**src/rtl/div_issue_ctrl.sv**
```systemverilog
// div_issue_ctrl: execute-stage issue controller for the iterative RV32M divider.
// It latches the operands of a DIV/DIVU/REM/REMU instruction and holds
// div_start_o until the divider completes. The pipeline is stalled while the
// divide runs. The result is written back with a one-cycle reg_we_o pulse.
// A flush or the watchdog drops the operation, and the divider is then drained
// before the next issue.
//
// Ports:
//   clk, rst            core clock, asynchronous active-low reset
//   inst_div_i          EX holds a valid divide/remainder instruction
//   op_i                funct3 (100 div, 101 divu, 110 rem, 111 remu)
//   rs1_data_i          dividend
//   rs2_data_i          divisor
//   rd_i                destination register
//   flush_i             pipeline flush
//   hold_o              stall request (combinational)
//   div_start_o         start to divider
//   div_dividend_o      latched dividend
//   div_divisor_o       latched divisor
//   div_op_o            latched funct3
//   div_reg_waddr_o     latched rd tag
//   div_result_i        divider result
//   div_ready_i         divider completion pulse
//   div_busy_i          divider busy
//   div_reg_waddr_i     tag returned with the result
//   reg_we_o            register-file write enable pulse
//   reg_waddr_o         register-file write address
//   reg_wdata_o         register-file write data
//   timeout_o           sticky error flag (watchdog expiry or tag mismatch)
module div_issue_ctrl #(
  parameter int unsigned WATCHDOG = 40
) (
  input  logic        clk,
  input  logic        rst,
  input  logic        inst_div_i,
  input  logic [2:0]  op_i,
  input  logic [31:0] rs1_data_i,
  input  logic [31:0] rs2_data_i,
  input  logic [4:0]  rd_i,
  input  logic        flush_i,
  output logic        hold_o,
  output logic        div_start_o,
  output logic [31:0] div_dividend_o,
  output logic [31:0] div_divisor_o,
  output logic [2:0]  div_op_o,
  output logic [4:0]  div_reg_waddr_o,
  input  logic [31:0] div_result_i,
  input  logic        div_ready_i,
  input  logic        div_busy_i,
  input  logic [4:0]  div_reg_waddr_i,
  output logic        reg_we_o,
  output logic [4:0]  reg_waddr_o,
  output logic [31:0] reg_wdata_o,
  output logic        timeout_o
);

  localparam int unsigned WD_W = $clog2(WATCHDOG + 1);

  localparam logic [1:0] S_IDLE  = 2'd0;
  localparam logic [1:0] S_WAIT  = 2'd1;
  localparam logic [1:0] S_DRAIN = 2'd2;
  localparam logic [1:0] S_GAP   = 2'd3;

  logic [1:0]      r_state;
  logic            r_start;
  logic [31:0]     r_dividend;
  logic [31:0]     r_divisor;
  logic [2:0]      r_op;
  logic [4:0]      r_rd;
  logic [WD_W-1:0] r_wdog;
  logic            r_reg_we;
  logic [4:0]      r_reg_waddr;
  logic [31:0]     r_reg_wdata;
  logic            r_timeout;

  logic [1:0]      w_state_nxt;
  logic            w_start_nxt;
  logic [31:0]     w_dividend_nxt;
  logic [31:0]     w_divisor_nxt;
  logic [2:0]      w_op_nxt;
  logic [4:0]      w_rd_nxt;
  logic [WD_W-1:0] w_wdog_nxt;
  logic            w_reg_we_nxt;
  logic [4:0]      w_reg_waddr_nxt;
  logic [31:0]     w_reg_wdata_nxt;
  logic            w_timeout_nxt;
  logic            w_hold;

  // State and registered outputs
  always_ff @(posedge clk or negedge rst) begin
    if (!rst) begin
      r_state     <= S_IDLE;
      r_start     <= 1'b0;
      r_dividend  <= '0;
      r_divisor   <= '0;
      r_op        <= '0;
      r_rd        <= '0;
      r_wdog      <= '0;
      r_reg_we    <= 1'b0;
      r_reg_waddr <= '0;
      r_reg_wdata <= '0;
      r_timeout   <= 1'b0;
    end else begin
      r_state     <= w_state_nxt;
      r_start     <= w_start_nxt;
      r_dividend  <= w_dividend_nxt;
      r_divisor   <= w_divisor_nxt;
      r_op        <= w_op_nxt;
      r_rd        <= w_rd_nxt;
      r_wdog      <= w_wdog_nxt;
      r_reg_we    <= w_reg_we_nxt;
      r_reg_waddr <= w_reg_waddr_nxt;
      r_reg_wdata <= w_reg_wdata_nxt;
      r_timeout   <= w_timeout_nxt;
    end
  end

  // Next-state, next-output and stall decode
  always_comb begin
    w_state_nxt     = r_state;
    w_start_nxt     = r_start;
    w_dividend_nxt  = r_dividend;
    w_divisor_nxt   = r_divisor;
    w_op_nxt        = r_op;
    w_rd_nxt        = r_rd;
    w_wdog_nxt      = r_wdog;
    w_reg_we_nxt    = 1'b0;
    w_reg_waddr_nxt = r_reg_waddr;
    w_reg_wdata_nxt = r_reg_wdata;
    w_timeout_nxt   = r_timeout;
    w_hold          = 1'b0;

    case (r_state)
      S_IDLE: begin
        // Stall while a divide waits to issue, including while the divider is busy
        w_hold = inst_div_i & ~flush_i;
        if (inst_div_i && !flush_i && !div_busy_i) begin
          w_dividend_nxt = rs1_data_i;
          w_divisor_nxt  = rs2_data_i;
          w_op_nxt       = op_i;
          w_rd_nxt       = rd_i;
          w_start_nxt    = 1'b1;
          w_wdog_nxt     = '0;
          w_state_nxt    = S_WAIT;
        end
      end

      S_WAIT: begin
        w_hold     = 1'b1;
        w_wdog_nxt = r_wdog + WD_W'(1);
        if (div_ready_i) begin
          // A completion that coincides with a flush is discarded
          w_start_nxt = 1'b0;
          w_state_nxt = S_GAP;
          if (!flush_i) begin
            w_reg_waddr_nxt = div_reg_waddr_i;
            w_reg_wdata_nxt = div_result_i;
            if (div_reg_waddr_i == r_rd) begin
              w_reg_we_nxt = (r_rd != 5'd0);
            end else begin
              w_timeout_nxt = 1'b1;
            end
          end
        end else if (flush_i) begin
          w_start_nxt = 1'b0;
          w_state_nxt = S_DRAIN;
        end else if (r_wdog == WD_W'(WATCHDOG - 1)) begin
          w_timeout_nxt = 1'b1;
          w_start_nxt   = 1'b0;
          w_state_nxt   = S_DRAIN;
        end
      end

      S_DRAIN: begin
        // Divider may still be running the dropped operation
        w_hold = inst_div_i;
        if (div_ready_i || !div_busy_i) begin
          w_state_nxt = S_GAP;
        end
      end

      S_GAP: begin
        // Guarantees one cycle of start low between operations
        w_hold      = inst_div_i;
        w_state_nxt = S_IDLE;
      end

      default: begin
        w_state_nxt = S_IDLE;
        w_start_nxt = 1'b0;
      end
    endcase
  end

  assign hold_o          = w_hold;
  assign div_start_o     = r_start;
  assign div_dividend_o  = r_dividend;
  assign div_divisor_o   = r_divisor;
  assign div_op_o        = r_op;
  assign div_reg_waddr_o = r_rd;
  assign reg_we_o        = r_reg_we;
  assign reg_waddr_o     = r_reg_waddr;
  assign reg_wdata_o     = r_reg_wdata;
  assign timeout_o       = r_timeout;

endmodule
```
**config.mk**
```make
export PLATFORM = sky130hd
export DESIGN_NAME = div_issue_ctrl
export DESIGN_NICKNAME = d
export VERILOG_FILES = /design/src/rtl/div_issue_ctrl.sv
export SDC_FILE = /design/constraint.sdc
export NUM_CORES = 1
export LEC_CHECK = 0
export BUFFER_PORTS_ARGS = -buffer_cell sky130_fd_sc_hd__clkbuf_2
export CAP_MARGIN = 20
export CELL_PAD_IN_SITES_DETAIL_PLACEMENT = 0
export CELL_PAD_IN_SITES_GLOBAL_PLACEMENT = 2
export CORE_AREA = 10 10 138 140
export DETAILED_ROUTE_END_ITERATION = 12
export DIE_AREA = 0 0 148 150
export PLACE_DENSITY = 0.86
export SETUP_SLACK_MARGIN = 0.3
export SLEW_MARGIN = 20
export SYNTH_ARGS = -nofsm -noshare
export SYNTH_HDL_FRONTEND = slang
export SYNTH_SLANG_ARGS = --single-unit
```
**constraint.sdc**
```tcl
create_clock -name clk -period 2.2 [get_ports clk]
set_clock_uncertainty 0.15 [all_clocks]
set_input_delay 0.33 -clock clk [delete_from_list [all_inputs] [get_ports clk]]
set_output_delay 0.33 -clock clk [all_outputs]
set_load 0.01 [all_outputs]
```
==> run summary <==
RUN STATUS
------------------------------------------------------------------------------
Run status                                                           completed

CLOCK TREE
------------------------------------------------------------------------------
Skew-Pair Late Insertion Delay                                         0.40 ns
Clock buffer count from CTS                                                 17
Clock Sinks                                                                120
Worst-path clk slew                                                    0.05 ns
# H-tree levels                                                              4
Clock tree from TritonCTS                                                built
Max Root-Sink Buffers                                                        2
Clock root buffer master                                             clkbuf_16

LOGIC SYNTHESIS
------------------------------------------------------------------------------
Most frequent cell after synthesis                                     dfrtp_1
Share of synthesized registers carrying an async set or reset             100%
Average footprint of a synthesized cell                             15.4 sq um
Register bit count reported by yosys                                       120
Total standard cell area after synthesis                          0.00482 sq mm
Synthesized Nets                                                           433
Main area contributors after synthesis                            dfrtp_1, mux2_2, buf_6, ha_1, mux2_1
Distinct cell type count of the synthesized netlist                         36
Ys Warns                                                                     0
Most used DFF post-synth                                               dfrtp_1
Post-synthesis sequential area ratio                                     62.3%
Post-Synthesis Cells                                                       313
Synth top area share                                                     62.3%
Commonest cells in the netlist                                    dfrtp_1, mux2_2, nand2_1, a21oi_1, buf_6
Cell taking the most area after synthesis                              dfrtp_1
Number of enable-type register cells in the synthesized netlist              0

TIMING
------------------------------------------------------------------------------
Crit share post-route                                                    92.3%
Max-slew headroom                                                        72.2%
Count of pins over their slew limit                                          0
Final setup vio count                                                        0
Post-route setup slack                                                0.168 ns
Final hold vios                                                              0
Achievable Freq                                                        492 MHz
Unrepaired setup endpoints after global routing                           true
Post-layout minimum cycle time                                         2.03 ns
Setup total negative slack                                                0 ns
Worst slew pin tran                                                   0.417 ns

HOLD PATH
------------------------------------------------------------------------------
Type of the tightest min-delay check                              input pin to flip-flop

PLACE
------------------------------------------------------------------------------
Gpl congestion                                                           0.807
Final HPWL DP                                                         11300 um
Count of input and output buffers                                          227
Worst-case setup slack after placement                               0.0988 ns

CELLS AND AREA
------------------------------------------------------------------------------
Area added between synthesis and finish                                  63.7%
Final net count                                                            776
Final Util                                                               48.3%
Layout cell share with drive strength beyond 1                           57.6%

WORST SETUP PATH
------------------------------------------------------------------------------
Critical path type                                                flip-flop to flip-flop
Worst Path Required                                                    2.33 ns
CP Launch Type                                                       flip-flop
Element type at the critical path end                                flip-flop
Highest net fanout along the worst path                                     40
Worst EP arrival                                                       2.17 ns

GLOBAL ROUTING
------------------------------------------------------------------------------
Pin count of the biggest net entering global routing                        55
Global-route congestion overflow total                                       0
Initial antenna violation count                                              1
Global-route usage over all layers                                       14.3%
First-pass GRT wire length                                            24600 um
Vias in the first global route                                            4496

FLOORPLAN
------------------------------------------------------------------------------
I/O pin count                                                              228
Width of the die                                                        148 um
Die Outline Area                                                  0.0222 sq mm
Number of core rows                                                         47
Y dimension of the die                                                  150 um
Initial standard-cell utilization of the core                            29.5%
Core area                                                         0.0163 sq mm

PWR
------------------------------------------------------------------------------
Total power density per cell area                                 1360 mW/mm^2
Switching power as a share of total power                                32.5%
Sequential cell fraction of total power                                  36.8%
Leakage component of the power                                         3.86 nW
Clock network power share                                                27.2%
Relative contribution of combinational cells to total power              36.0%
Worst-case vdd ir drop                                                0.685 mV
Total net switching power                                              3.48 mW
Internal power of the cells                                            7.23 mW

ROUTE
------------------------------------------------------------------------------
Via count                                                                 3904
TritonRoute pass-1 iters                                                     5
Post-route DRC                                                               0
Starting DRT DRC Count                                                     158
Sum of routed wire length over all layers                             15800 um
Number of routed nets with antenna violations                                0
Routed len/inst                                                        17.8 um
Routed via count divided by cell count                                    4.39

FLOW RUN
------------------------------------------------------------------------------
Max-cap check violation count                                                0

==> sequential cells by signal, indices dropped and copies added (netlist names) <==
name,cells
reg_we_o,1
div_dividend_o,32
reg_wdata_o,32
div_op_o,3
div_divisor_o,32
r_state,2
reg_waddr_o,5
timeout_o,1
r_wdog,6
div_start_o,1
div_reg_waddr_o,5
==> routing by layer <==
layer	share of wire, %	routed length (um)	track usage (%)
met3	5.9	939	5.34
met2	55	8740	25.9
met1	37	5790	14.7
met4	2.0	316	5.15
met5	0	0	0
==> cell families (layout without fill, tap and decap cells) <==
group                    count (synthesis)  count (layout)  synth area share, %
flip-flops                             120             120                 62.3
multiplexers                           112             112                 26.1
AND/OR/NAND/NOR                         31              31                 3.69
AO/OA/AOI/OAI                           24              24                 3.24
buffers and inverters                   16             371                 2.44
adder cells (fa/ha/maj)                  5               5                 1.30
XOR/XNOR                                 5               5                0.908
other                                    0               1                    0
==> placed cells by master, fill, tap and decap left out, types with 2 or more instances in the layout <==
master / synthesis / routed
clkbuf_1: 1 / 3
clkbuf_8: 0 / 3
clkbuf_2: 0 / 225
mux2_2: 106 / 106
o21ai_0: 6 / 5
dfrtp_1: 120 / 120
nor2b_1: 3 / 3
xor2_1: 5 / 5
nor2_1: 4 / 4
clkinv_2: 0 / 3
dlygate4sd3_1: 0 / 93
mux2_1: 5 / 5
a21oi_1: 7 / 7
nand2_1: 9 / 9
nor3_1: 2 / 2
or2_2: 2 / 2
bufinv_16: 0 / 4
buf_4: 0 / 12
a311oi_1: 2 / 2
clkbuf_16: 0 / 17
inv_2: 0 / 2
nand2b_1: 2 / 2
ha_1: 5 / 4
inv_1: 4 / 2
nand3_1: 2 / 2
buf_12: 0 / 4
==> final timing paths <==
| check | startpoint | endpoint | slack, ns | depth (start not counted) |
|---|---|---|---|---|
| min | rs2_data_i[25] | div_divisor_o[25] | 0.02 | 2 |
| max | r_state[1] | div_op_o[1] | 0.17 | 6 |
| min in group asynchronous | rst | div_divisor_o[23] | 0.19 | 2 |
| max reg2reg | r_state[1] | div_op_o[1] | 0.17 | 6 |
| max in group asynchronous | rst | div_divisor_o[12] | 1.14 | 3 |
| min reg2reg | timeout_o | timeout_o | 0.33 | 1 |
==> worst max-delay path, cell delays in order, from the launching register on <==
cell and delay (ns):
dfrtp_1 0.40, inv_2 0.11, ha_1 0.28, inv_1 0.14, nor2_8 0.19, buf_12 0.24, mux2_2 0.38
==> final cells by class <==
cell class	instances	area (sq um)
multi-input combinational	177	1710
inverter	4	15.0
timing repair buffer	336	2260
clock inverter	8	144
clock buffer	23	478
tap	220	275
sequential	120	3000
fill	1497	8460
antenna	1	2.50
==> power by group through the flow <==
| stage | Clock, mW | Combinational [mW] | Sequential [mW] |
|---|---|---|---|
| finish | 2.91 | 3.86 | 3.94 |
| global route | 3.10 | 4.21 | 4.08 |
| global placement | 0 | 3.56 | 3.90 |
| CTS | 2.99 | 3.90 | 3.93 |
| detailed placement | 0 | 3.64 | 3.96 |
| floorplan | 0 | 1.45 | 4.36 |
==> through the flow <==
| step | power, mW | instance area, sq um | hold WS (ns) | cells |
|---|---|---|---|---|
| global route | 11.4 | 7890 | 0.00156 | 889 |
| global placement | 7.46 | 6240 | 0.0590 | 756 |
| CTS | 10.8 | 7850 | 0.000257 | 884 |
| floorplan | 5.81 | 4820 | -0.116 | 313 |
| finish | 10.7 | 7890 | 0.0172 | 889 |
| detailed placement | 7.60 | 6240 | 0.0637 | 756 |
==> what timing repair did <==
item,4_1_cts,5_1_grt
hold buffers,90,3
buffers inserted,6,1
setup endpoints to repair,106,113
gates resized for setup,6,1
cloned,1,0
endpoints found under the hold margin,209,3
Power figures use the tool's default switching activity.
